==> config.mk <==
export PLATFORM = sky130hd
export DESIGN_NAME = bcd_to_bin_decoder
export DESIGN_NICKNAME = d
export VERILOG_FILES = /design/src/rtl/bcd_to_bin_decoder.sv
export SDC_FILE = /design/constraint.sdc
export NUM_CORES = 1
export LEC_CHECK = 0
export BUFFER_PORTS_ARGS = -buffer_cell sky130_fd_sc_hd__buf_2
export CAP_MARGIN = 20
export CORE_MARGIN = 2
export CORE_UTILIZATION = 60
export CTS_BUF_LIST = sky130_fd_sc_hd__clkbuf_8
export CTS_CLUSTER_DIAMETER = 40
export DETAILED_ROUTE_END_ITERATION = 16
export PLACE_DENSITY_LB_ADDON = 0.05
export SLEW_MARGIN = 0
export SYNTH_ARGS = -nofsm -noshare
export SYNTH_HDL_FRONTEND = slang
export SYNTH_SLANG_ARGS = --single-unit
==> constraint.sdc <==
create_clock -name clk -period 3.8 [get_ports clk]
set_input_delay 1.14 -clock clk [delete_from_list [all_inputs] [get_ports clk]]
set_output_delay 1.14 -clock clk [all_outputs]
set_load 0.02 [all_outputs]
==> src/rtl/bcd_to_bin_decoder.sv <==
// Iterative 9-digit packed BCD to 30-bit binary decoder (reverse double-dabble).
// Ports: clk, reset (async low), start, bcd_in -> busy, done, bin_out, err.
module bcd_to_bin_decoder #(
  parameter int DIGITS = 9,
  parameter int BIN_W  = 30
) (
  input  logic                  clk,
  input  logic                  reset,
  input  logic                  start,
  input  logic [4*DIGITS-1:0]   bcd_in,
  output logic                  busy,
  output logic                  done,
  output logic [BIN_W-1:0]      bin_out,
  output logic                  err
);

  localparam int BW = 4 * DIGITS;
  localparam int CW = $clog2(BIN_W + 1);

  typedef enum logic {
    IDLE = 1'b0,
    CONV = 1'b1
  } state_t;

  state_t          state;
  logic [BW-1:0]   bcd_work;
  logic [BIN_W-1:0] bin_work;
  logic [CW-1:0]   cnt;
  logic            invalid;

  logic [BW-1:0]    sh_bcd;
  logic [BIN_W-1:0] sh_bin;
  logic [BW-1:0]    nxt_bcd;
  logic             bad_in;

  // One iteration: shift the pair right, then pull any digit
  // that reached 8..15 back down by 3 (undoes the add-3 step).
  always_comb begin
    sh_bcd  = {1'b0, bcd_work[BW-1:1]};
    sh_bin  = {bcd_work[0], bin_work[BIN_W-1:1]};
    nxt_bcd = sh_bcd;
    for (int i = 0; i < DIGITS; i++) begin
      if (sh_bcd[4*i+3])
        nxt_bcd[4*i +: 4] = sh_bcd[4*i +: 4] - 4'd3;
    end
  end

  always_comb begin
    bad_in = 1'b0;
    for (int i = 0; i < DIGITS; i++) begin
      if (bcd_in[4*i +: 4] > 4'd9)
        bad_in = 1'b1;
    end
  end

  always_ff @(posedge clk or negedge reset) begin
    if (!reset) begin
      state    <= IDLE;
      bcd_work <= '0;
      bin_work <= '0;
      cnt      <= '0;
      invalid  <= 1'b0;
      busy     <= 1'b0;
      done     <= 1'b0;
      bin_out  <= '0;
      err      <= 1'b0;
    end else begin
      done <= 1'b0;
      unique case (state)
        IDLE: begin
          if (start) begin
            state    <= CONV;
            bcd_work <= bcd_in;
            bin_work <= '0;
            cnt      <= CW'(BIN_W);
            invalid  <= bad_in;
            busy     <= 1'b1;
          end
        end
        CONV: begin
          bcd_work <= nxt_bcd;
          bin_work <= sh_bin;
          cnt      <= cnt - 1'b1;
          if (cnt == CW'(1)) begin
            state   <= IDLE;
            busy    <= 1'b0;
            done    <= 1'b1;
            err     <= invalid;
            bin_out <= invalid ? '0 : sh_bin;
          end
        end
        default: state <= IDLE;
      endcase
    end
  end

endmodule
==> results of run 1 <==
## flip-flops by register name, indices dropped and copies added (netlist names)
name      flops
bin_out      30
invalid       1
busy          1
done          1
bcd_work     36
state         1
err           1
bin_work     29
cnt           5
## routing by layer
layer  wire (um)  share of wire, %  vias to the layer above  track usage, %
li1            -                 -                     1752               -
met1        4584                49                     1695           29.73
met2        4423                47                       69           32.91
met3         307               3.3                        7           3.309
met4          91              0.97                        0           6.392
met5           0                 0                        -               0
## area by class of cell
| type | count | area share, % |
|---|---|---|
| repair buffers | 76 | 7.575 |
| clock buffers | 10 | 2.367 |
| multi-input cells | 338 | 41.08 |
| inverters | 3 | 0.1937 |
| flip-flops and latches | 105 | 45.25 |
| clock inverters | 6 | 1.270 |
| well taps | 105 | 2.260 |
## per-stage QoR
stage          power [W]  cells  cell area (sq um)
5_1_grt         0.004436    643               5814
3_5_place_dp    0.003409    626               5575
4_1_cts         0.004147    642               5787
2_1_floorplan   0.003032    478               5206
6_report        0.004110    643               5814
3_3_place_gp    0.003336    626               5575
## synthesized netlist by cell type (all sizes together)
master	count	area (sq um)
dfrtp	105	2628
nor2b	55	344.1
nand2	50	187.7
o21ai	49	245.2
mux2	31	450.4
nand2b	29	181.4
a21oi	28	140.1
mux2i	28	280.3
clkbuf	22	82.58
a211oi	16	120.1
xnor2	11	96.34
buf	10	96.34
ha	10	125.1
o22ai	8	50.05
xor2	8	70.07
nor3	6	30.03
inv	3	11.26
a21o	2	15.01
nand4	2	12.51
nor2	1	3.750
nor3b	1	7.510
o21a	1	7.510
o32a	1	10.01
or4	1	11.26
## final timing paths
kind	start	end	slack, ps	depth (start not counted)
min	busy$_DFFE_PN0P_	busy$_DFFE_PN0P_	480	1
max in group asynchronous	reset	bcd_work[3]$_DFFE_PN0P_	2290	2
max	start	bcd_work[2]$_DFFE_PN0P_	1620	5
max reg2reg	cnt[1]$_DFFE_PN0P_	bin_out[29]$_DFFE_PN0P_	1930	5
min reg2reg	busy$_DFFE_PN0P_	busy$_DFFE_PN0P_	480	1
min in group asynchronous	reset	bin_out[10]$_DFFE_PN0P_	790	1
## placed cells by master (no fill, tap or decap), types with 4 or more instances in the layout
cell type and n:
a211oi_1 16, a21oi_1 28, buf_2 70, clkbuf_8 10, dfrtp_1 104, ha_1 10, mux2_2 4, mux2_4 27
mux2i_1 28, nand2_1 50, nand2b_1 29, nor2b_1 55, nor3_1 6, o21ai_0 49, o22ai_1 8, xnor2_1 11
xor2_1 8
## cells by family (layout without fill, tap and decap cells)
group / count (synthesis) / after routing / synth area share [%]
and+or+nand+nor: 145 / 145 / 14.95
AOI/OAI and AO/OA: 105 / 105 / 11.30
DFF: 105 / 105 / 50.47
muxes: 59 / 59 / 14.04
buffers and inverters: 35 / 95 / 3.653
xor gates and xnor gates: 19 / 19 / 3.196
adders and majority gates: 10 / 10 / 2.403
## worst reg2reg max path, delay by kind of cell (launching register included)
| family | cells | cell delay [ps] |
|---|---|---|
| simple gates | 2 | 760 |
| flops | 1 | 400 |
| mux | 1 | 400 |
| fa+ha+maj | 1 | 130 |
| buf+inv | 1 | 80 |
## power breakdown
part	internal, W	leakage (nW)	switching (W)
Clock	0.000331	0.101	0.000398
Combinational	0.000747	1.41	0.000670
Sequential	0.00155	1.34	0.000412
==> out/qor.json, run 1 <==
{
  "outcome": "finished, final reports clean",
  "final.period_utilization_pct": 57.24,
  "hold_viol_final": 0,
  "pwr_density_cell_nw_per_um2": 706.9,
  "critical_path.endpoint_type": "register",
  "placeableCoreArea_sq_um": 8299,
  "synthesis.area_per_instance_sq_um": 10.89,
  "via_per_inst": 5.479,
  "synthToLayoutAreaGrowth_pct": 11.68,
  "synth-warning-count": 0,
  "slew_viol_final": 0,
  "multi_input_comb_area_sq_um": 2389,
  "drc_errors": 0,
  "hold_path.class": "register to register",
  "route.vias.total": 3523,
  "die_height_um": 97.15,
  "layout.filler_cells": 653,
  "grt_pass1_vias": 3397,
  "drt-initial-drc-count": 132,
  "worstSkewPairLatency_ps": 360,
  "irDropWorstVdd_mv": 0.3597,
  "ant_diodes": 0,
  "setup_slack_ps": 1625,
  "timing.critical_path.required_ps": 4030,
  "syn_area_sq_um": 5206,
  "worstPathArrival_ps": 2410,
  "cellLeakagePower_nw": 2.856,
  "crit_buf_inv": 2,
  "io_pins": 72,
  "max-slew-margin-rel_pct": 30.93,
  "gp_routability_congestion": 0.7031,
  "first_pass_grt_wire_length_mm": 16.29,
  "placementRows": 33,
  "final_core_utilization_pct": 70.06,
  "routed_wl_mm": 9.407,
  "port-buffer-count": 71,
  "critPathLaunchType": "primary input",
  "totalNegativeSetupSlack_ps": 0,
  "cts-buffers-inserted": 9,
  "antenna_found_initial": 0,
  "critical_path_maximum_fanout": 32,
  "gr-total-overflow": 0,
  "maxCapViolations": 0,
  "worstMarginPinSlew_ps": 1036,
  "slowest_stage": "buf_2",
  "detail-route-antenna-nets": 0,
  "highest_attainable_clock_frequency_ghz": 0.4597,
  "grt_start_max_net_pins": 142,
  "first_pass_iters": 5,
  "setup_viol": 0,
  "die-area_sq_um": 9438,
  "drt-wirelength-per-cell_um": 14.63,
  "ys_types": 30,
  "cts_post_setup_buffers_inserted": 0,
  "grt_usage_pct": 20.77,
  "sequential_cell_area_sq_um": 2631,
  "grt_setup_unrepaired": "false",
  "die_width_um": 97.15,
  "clock_sinks": 105,
  "synth-seq-cells": 105,
  "synth.net_count": 527,
  "tritoncts": "built",
  "hpwlAfterDp_mm": 6.167,
  "cts.clk_slew.worst_paths_ps": 100,
  "worst_path_dominant_cell_family": "buffers and inverters",
  "post_synthesis_instance_total": 478,
  "finalNetCount": 582,
  "final.setup_skew_ps": 10.20,
  "initial_core_util_pct": 62.73,
  "period_needed_ps": 2175,
  "cts_resized": 0,
  "yosysSeqAreaShare_pct": 50.47,
  "holdBufCountCts": 0,
  "hold-worst-slack_ps": 481.8,
  "cts-root-to-sink-buffers": 2,
  "timing.critical_path.cells": "buf_2 -> buf_4 -> nor2b_1 -> a211oi_1 -> a21oi_1",
  "h-tree-depth": 3,
  "layout-drive-gt1-share_pct": 23.23,
  "cts.root.buffer_cell": "clkbuf_8",
  "path_class": "primary input to register",
  "max_stage_delay_ps": 460,
  "dp_slack_ps": 1171
}
No activity file was read; power rests on OpenSTA's default activity.
==> run 2: changes to the inputs <==
--- a/config.mk
+++ b/config.mk
@@ -8,7 +8,7 @@
 export BUFFER_PORTS_ARGS = -buffer_cell sky130_fd_sc_hd__buf_2
 export CAP_MARGIN = 20
 export CORE_MARGIN = 2
-export CORE_UTILIZATION = 60
+export CORE_UTILIZATION = 54
 export CTS_BUF_LIST = sky130_fd_sc_hd__clkbuf_8
 export CTS_CLUSTER_DIAMETER = 40
 export DETAILED_ROUTE_END_ITERATION = 16
==> constraint.sdc (replaced) <==
create_clock -name clk -period 2 [get_ports clk]
set_input_delay 0.6 -clock clk [delete_from_list [all_inputs] [get_ports clk]]
set_output_delay 0.6 -clock clk [all_outputs]
set_load 0.02 [all_outputs]
==> run 2 against run 1 <==
Clock skew rose by 4.8 ps. Sequential cell count did not move. Final area rose by 1.7%. Non-clock buffer count rose by 9. Critical path type is now register to register. Critical endpoint is now bin_out[26]$_DFFE_PN0P_. Highest routed layer unchanged.
==> out/qor.json, run 2 (same netlist as run 1, synthesis figures left out) <==
{
  "max_stage_delay": {"value": 410, "unit": "ps", "change": "-50 ps"},
  "first_pass_grt_wire_length": {"value": 15.57, "unit": "mm", "change": "-4.4%"},
  "grt_util_met1": {"value": 25.56, "unit": "%", "change": "-4.2 points"},
  "detail-route-antenna-nets": {"value": 0, "change": "unchanged"},
  "via_per_inst": {"value": 5.203, "change": "-5.0%"},
  "cts_resized": {"value": 0, "change": "unchanged"},
  "die_width": {"value": 102.2, "unit": "um", "change": "+5.2%"},
  "slew_viol_final": {"value": 0, "change": "unchanged"},
  "gr-max-usage-layer": "met2",
  "cts_post_setup_buffers_inserted": {"value": 0, "change": "unchanged"},
  "tritoncts": "built",
  "critical_path_maximum_fanout": {"value": 24, "change": "-25%"},
  "finalNetCount": {"value": 591, "change": "+1.5%"},
  "timing.critical_path.depth": {"value": 6, "change": "+1"},
  "grt_pass1_vias": {"value": 3278, "change": "-3.5%"},
  "irDropWorstVdd": {"value": 0.6700, "unit": "mV", "change": "+86%"},
  "holdBufCountCts": {"value": 0, "change": "unchanged"},
  "io_pins": {"value": 72, "change": "unchanged"},
  "port-buffer-count": {"value": 71, "change": "unchanged"},
  "max-slew-margin-rel": {"value": 65.53, "unit": "%", "change": "+35 points"},
  "drt-initial-drc-count": {"value": 120, "change": "-9.1%"},
  "reg_top3": "bcd_work: 36 flops, bin_out: 30 flops, bin_work: 29 flops",
  "layout-drive-gt1-share": {"value": 24.18, "unit": "%", "change": "+0.94 points"},
  "setup_viol": {"value": 0, "change": "unchanged"},
  "drc_errors": {"value": 0, "change": "unchanged"},
  "layout.cells.most_common_list": "dfrtp_1, buf_2, nor2b_1",
  "timing.critical_path.required": {"value": 2260, "unit": "ps", "change": "-1770 ps"},
  "timing.critical_path.cells": "inv_1 -> ha_1 -> nand2_1 -> or4_4 -> buf_4 -> mux2_4",
  "worstSkewPairLatency": {"value": 370, "unit": "ps", "change": "about the same"},
  "power": {"value": 0.007789, "unit": "W", "change": "+90%"},
  "critPathLaunchType": "register",
  "cts-buffers-inserted": {"value": 9, "change": "unchanged"},
  "drt-wirelength-per-cell": {"value": 14.18, "unit": "um", "change": "-3.0%"},
  "globalRouteMet2Util": {"value": 30.77, "unit": "%", "change": "-2.1 points"},
  "route.vias.total": {"value": 3512, "change": "-0.31%"},
  "routed_wl": {"value": 9.574, "unit": "mm", "change": "+1.8%"},
  "clock_sinks": {"value": 105, "change": "unchanged"},
  "hpwlAfterDp": {"value": 6.416, "unit": "mm", "change": "+4.0%"},
  "placeableCoreArea": {"value": 9284, "unit": "sq um", "change": "+12%"},
  "h-tree-depth": {"value": 3, "change": "unchanged"},
  "largest_register_ff_count": {"value": 36, "change": "unchanged"},
  "grtUsageMet3": {"value": 4.446, "unit": "%", "change": "+1.1 points"},
  "r2r_cells": {"value": 6, "change": "+1"},
  "final_common_cell": "dfrtp_1",
  "highest_attainable_clock_frequency_ghz": 0.5492,
  "cellLeakagePower": {"value": 2.909, "unit": "nW", "change": "+1.9%"},
  "final.setup_skew": {"value": 15.04, "unit": "ps", "change": "+4.845 ps"},
  "worstPathArrival": {"value": 2080, "unit": "ps", "change": "-330 ps"},
  "hold_viol_final": {"value": 0, "change": "unchanged"},
  "die-area": {"value": 10440, "unit": "sq um", "change": "+11%"},
  "worst_path_dominant_cell_family": "simple AND/OR/NAND/NOR gates",
  "ant_diodes": {"value": 0, "change": "unchanged"},
  "gp_routability_congestion": {"value": 0.7495, "change": "+6.6%"},
  "register_with_the_most_flip_flops": "bcd_work",
  "regToRegSetupSlack": {"value": 180, "unit": "ps", "change": "-1750 ps"},
  "placementRows": {"value": 35, "change": "+6.1%"},
  "cts.clk_slew.worst_paths": {"value": 100, "unit": "ps", "change": "about the same"},
  "grt_usage": {"value": 19.03, "unit": "%", "change": "-1.7 points"},
  "crit_buf_inv": {"value": 2, "change": "unchanged"},
  "synthToLayoutAreaGrowth_pct": 13.55,
  "pwr_density_cell": {"value": 1317, "unit": "nW/um^2", "change": "+86%"},
  "final_core_utilization": {"value": 63.68, "unit": "%", "change": "-6.4 points"},
  "layout.filler_cells": {"value": 785, "change": "+20%"},
  "slowest_stage": "or4_4",
  "antenna_found_initial": {"value": 0, "change": "unchanged"},
  "hold_path.class": "primary input to async pin",
  "cts-root-to-sink-buffers": {"value": 2, "change": "unchanged"},
  "initial_core_util": {"value": 56.08, "unit": "%", "change": "-6.7 points"},
  "hold-worst-slack": {"value": 163.6, "unit": "ps", "change": "-318.2 ps"},
  "period_needed_ps": 1821,
  "totalNegativeSetupSlack": {"value": 0, "unit": "ps", "change": "unchanged"},
  "grt_start_max_net_pins": {"value": 142, "change": "unchanged"},
  "path_class": "register to register",
  "die_height": {"value": 102.2, "unit": "um", "change": "+5.2%"},
  "worstMarginPinSlew": {"value": 517.0, "unit": "ps", "change": "-519.0 ps"},
  "grt_setup_unrepaired": "false",
  "gr-total-overflow": {"value": 0, "change": "unchanged"},
  "critical_path.endpoint_type": "register",
  "first_pass_iters": {"value": 4, "change": "-1"},
  "final.period_utilization_pct": 91.04,
  "maxCapViolations": {"value": 0, "change": "unchanged"},
  "cts.root.buffer_cell": "clkbuf_8",
  "outcome": "finished, final reports clean"
}
[run 2: worst register-to-register path: stages, from the launching register on]
cell,delay [ps]
dfrtp_1,400
inv_1,90
ha_1,140
nand2_1,50
or4_4,410
buf_4,270
mux2_4,360
[run 2: worst paths after layout]
| check | start | endpoint |
|---|---|---|
| hold / removal | reset | bin_out[10]$_DFFE_PN0P_ |
| setup reg to reg | cnt[1]$_DFFE_PN0P_ | bin_out[26]$_DFFE_PN0P_ |
| hold reg to reg | bcd_work[33]$_DFFE_PN0P_ | bcd_work[32]$_DFFE_PN0P_ |
| max in group asynchronous | reset | bin_work[24]$_DFFE_PN0P_ |
| setup / recovery | cnt[1]$_DFFE_PN0P_ | bin_out[26]$_DFFE_PN0P_ |
| min in group clk | bcd_work[33]$_DFFE_PN0P_ | bcd_work[32]$_DFFE_PN0P_ |
[run 2: power by group]
group	internal, W	total [W]	switching (W)
Sequential	0.00295	0.00368	0.000731
Combinational	0.00145	0.00279	0.00134
Clock	0.000607	0.00132	0.000712
Total	0.00501	0.00779	0.00278
[run 2: final cells by class]
class	count	area (sq um)	share of cell area, %
inverters	3	11.26	0.1905
repair buffers	85	525.5	8.889
well taps	129	161.4	2.730
clock inverters	5	56.30	0.9524
multi-input cells	338	2389	40.40
flip-flops and latches	105	2631	44.51
clock buffers	10	137.6	2.328
[run 2: metrics by stage]
stage	area [sq um]	setup slack [ps]	cells
5_1_grt	5912	126.4	675
3_5_place_dp	5718	189.5	660
6_report	5912	179.2	675
2_1_floorplan	5206	281.8	478
4_1_cts	5912	183.0	675
3_3_place_gp	5718	226.7	660
[run 2: per-layer routing]
layer	vias to the layer above	wire (um)	share of wire [%]
li1	1757	-	-
met1	1693	4665	49
met2	55	4449	46
met3	7	341	3.6
met4	0	119	1.2
met5	-	0	0
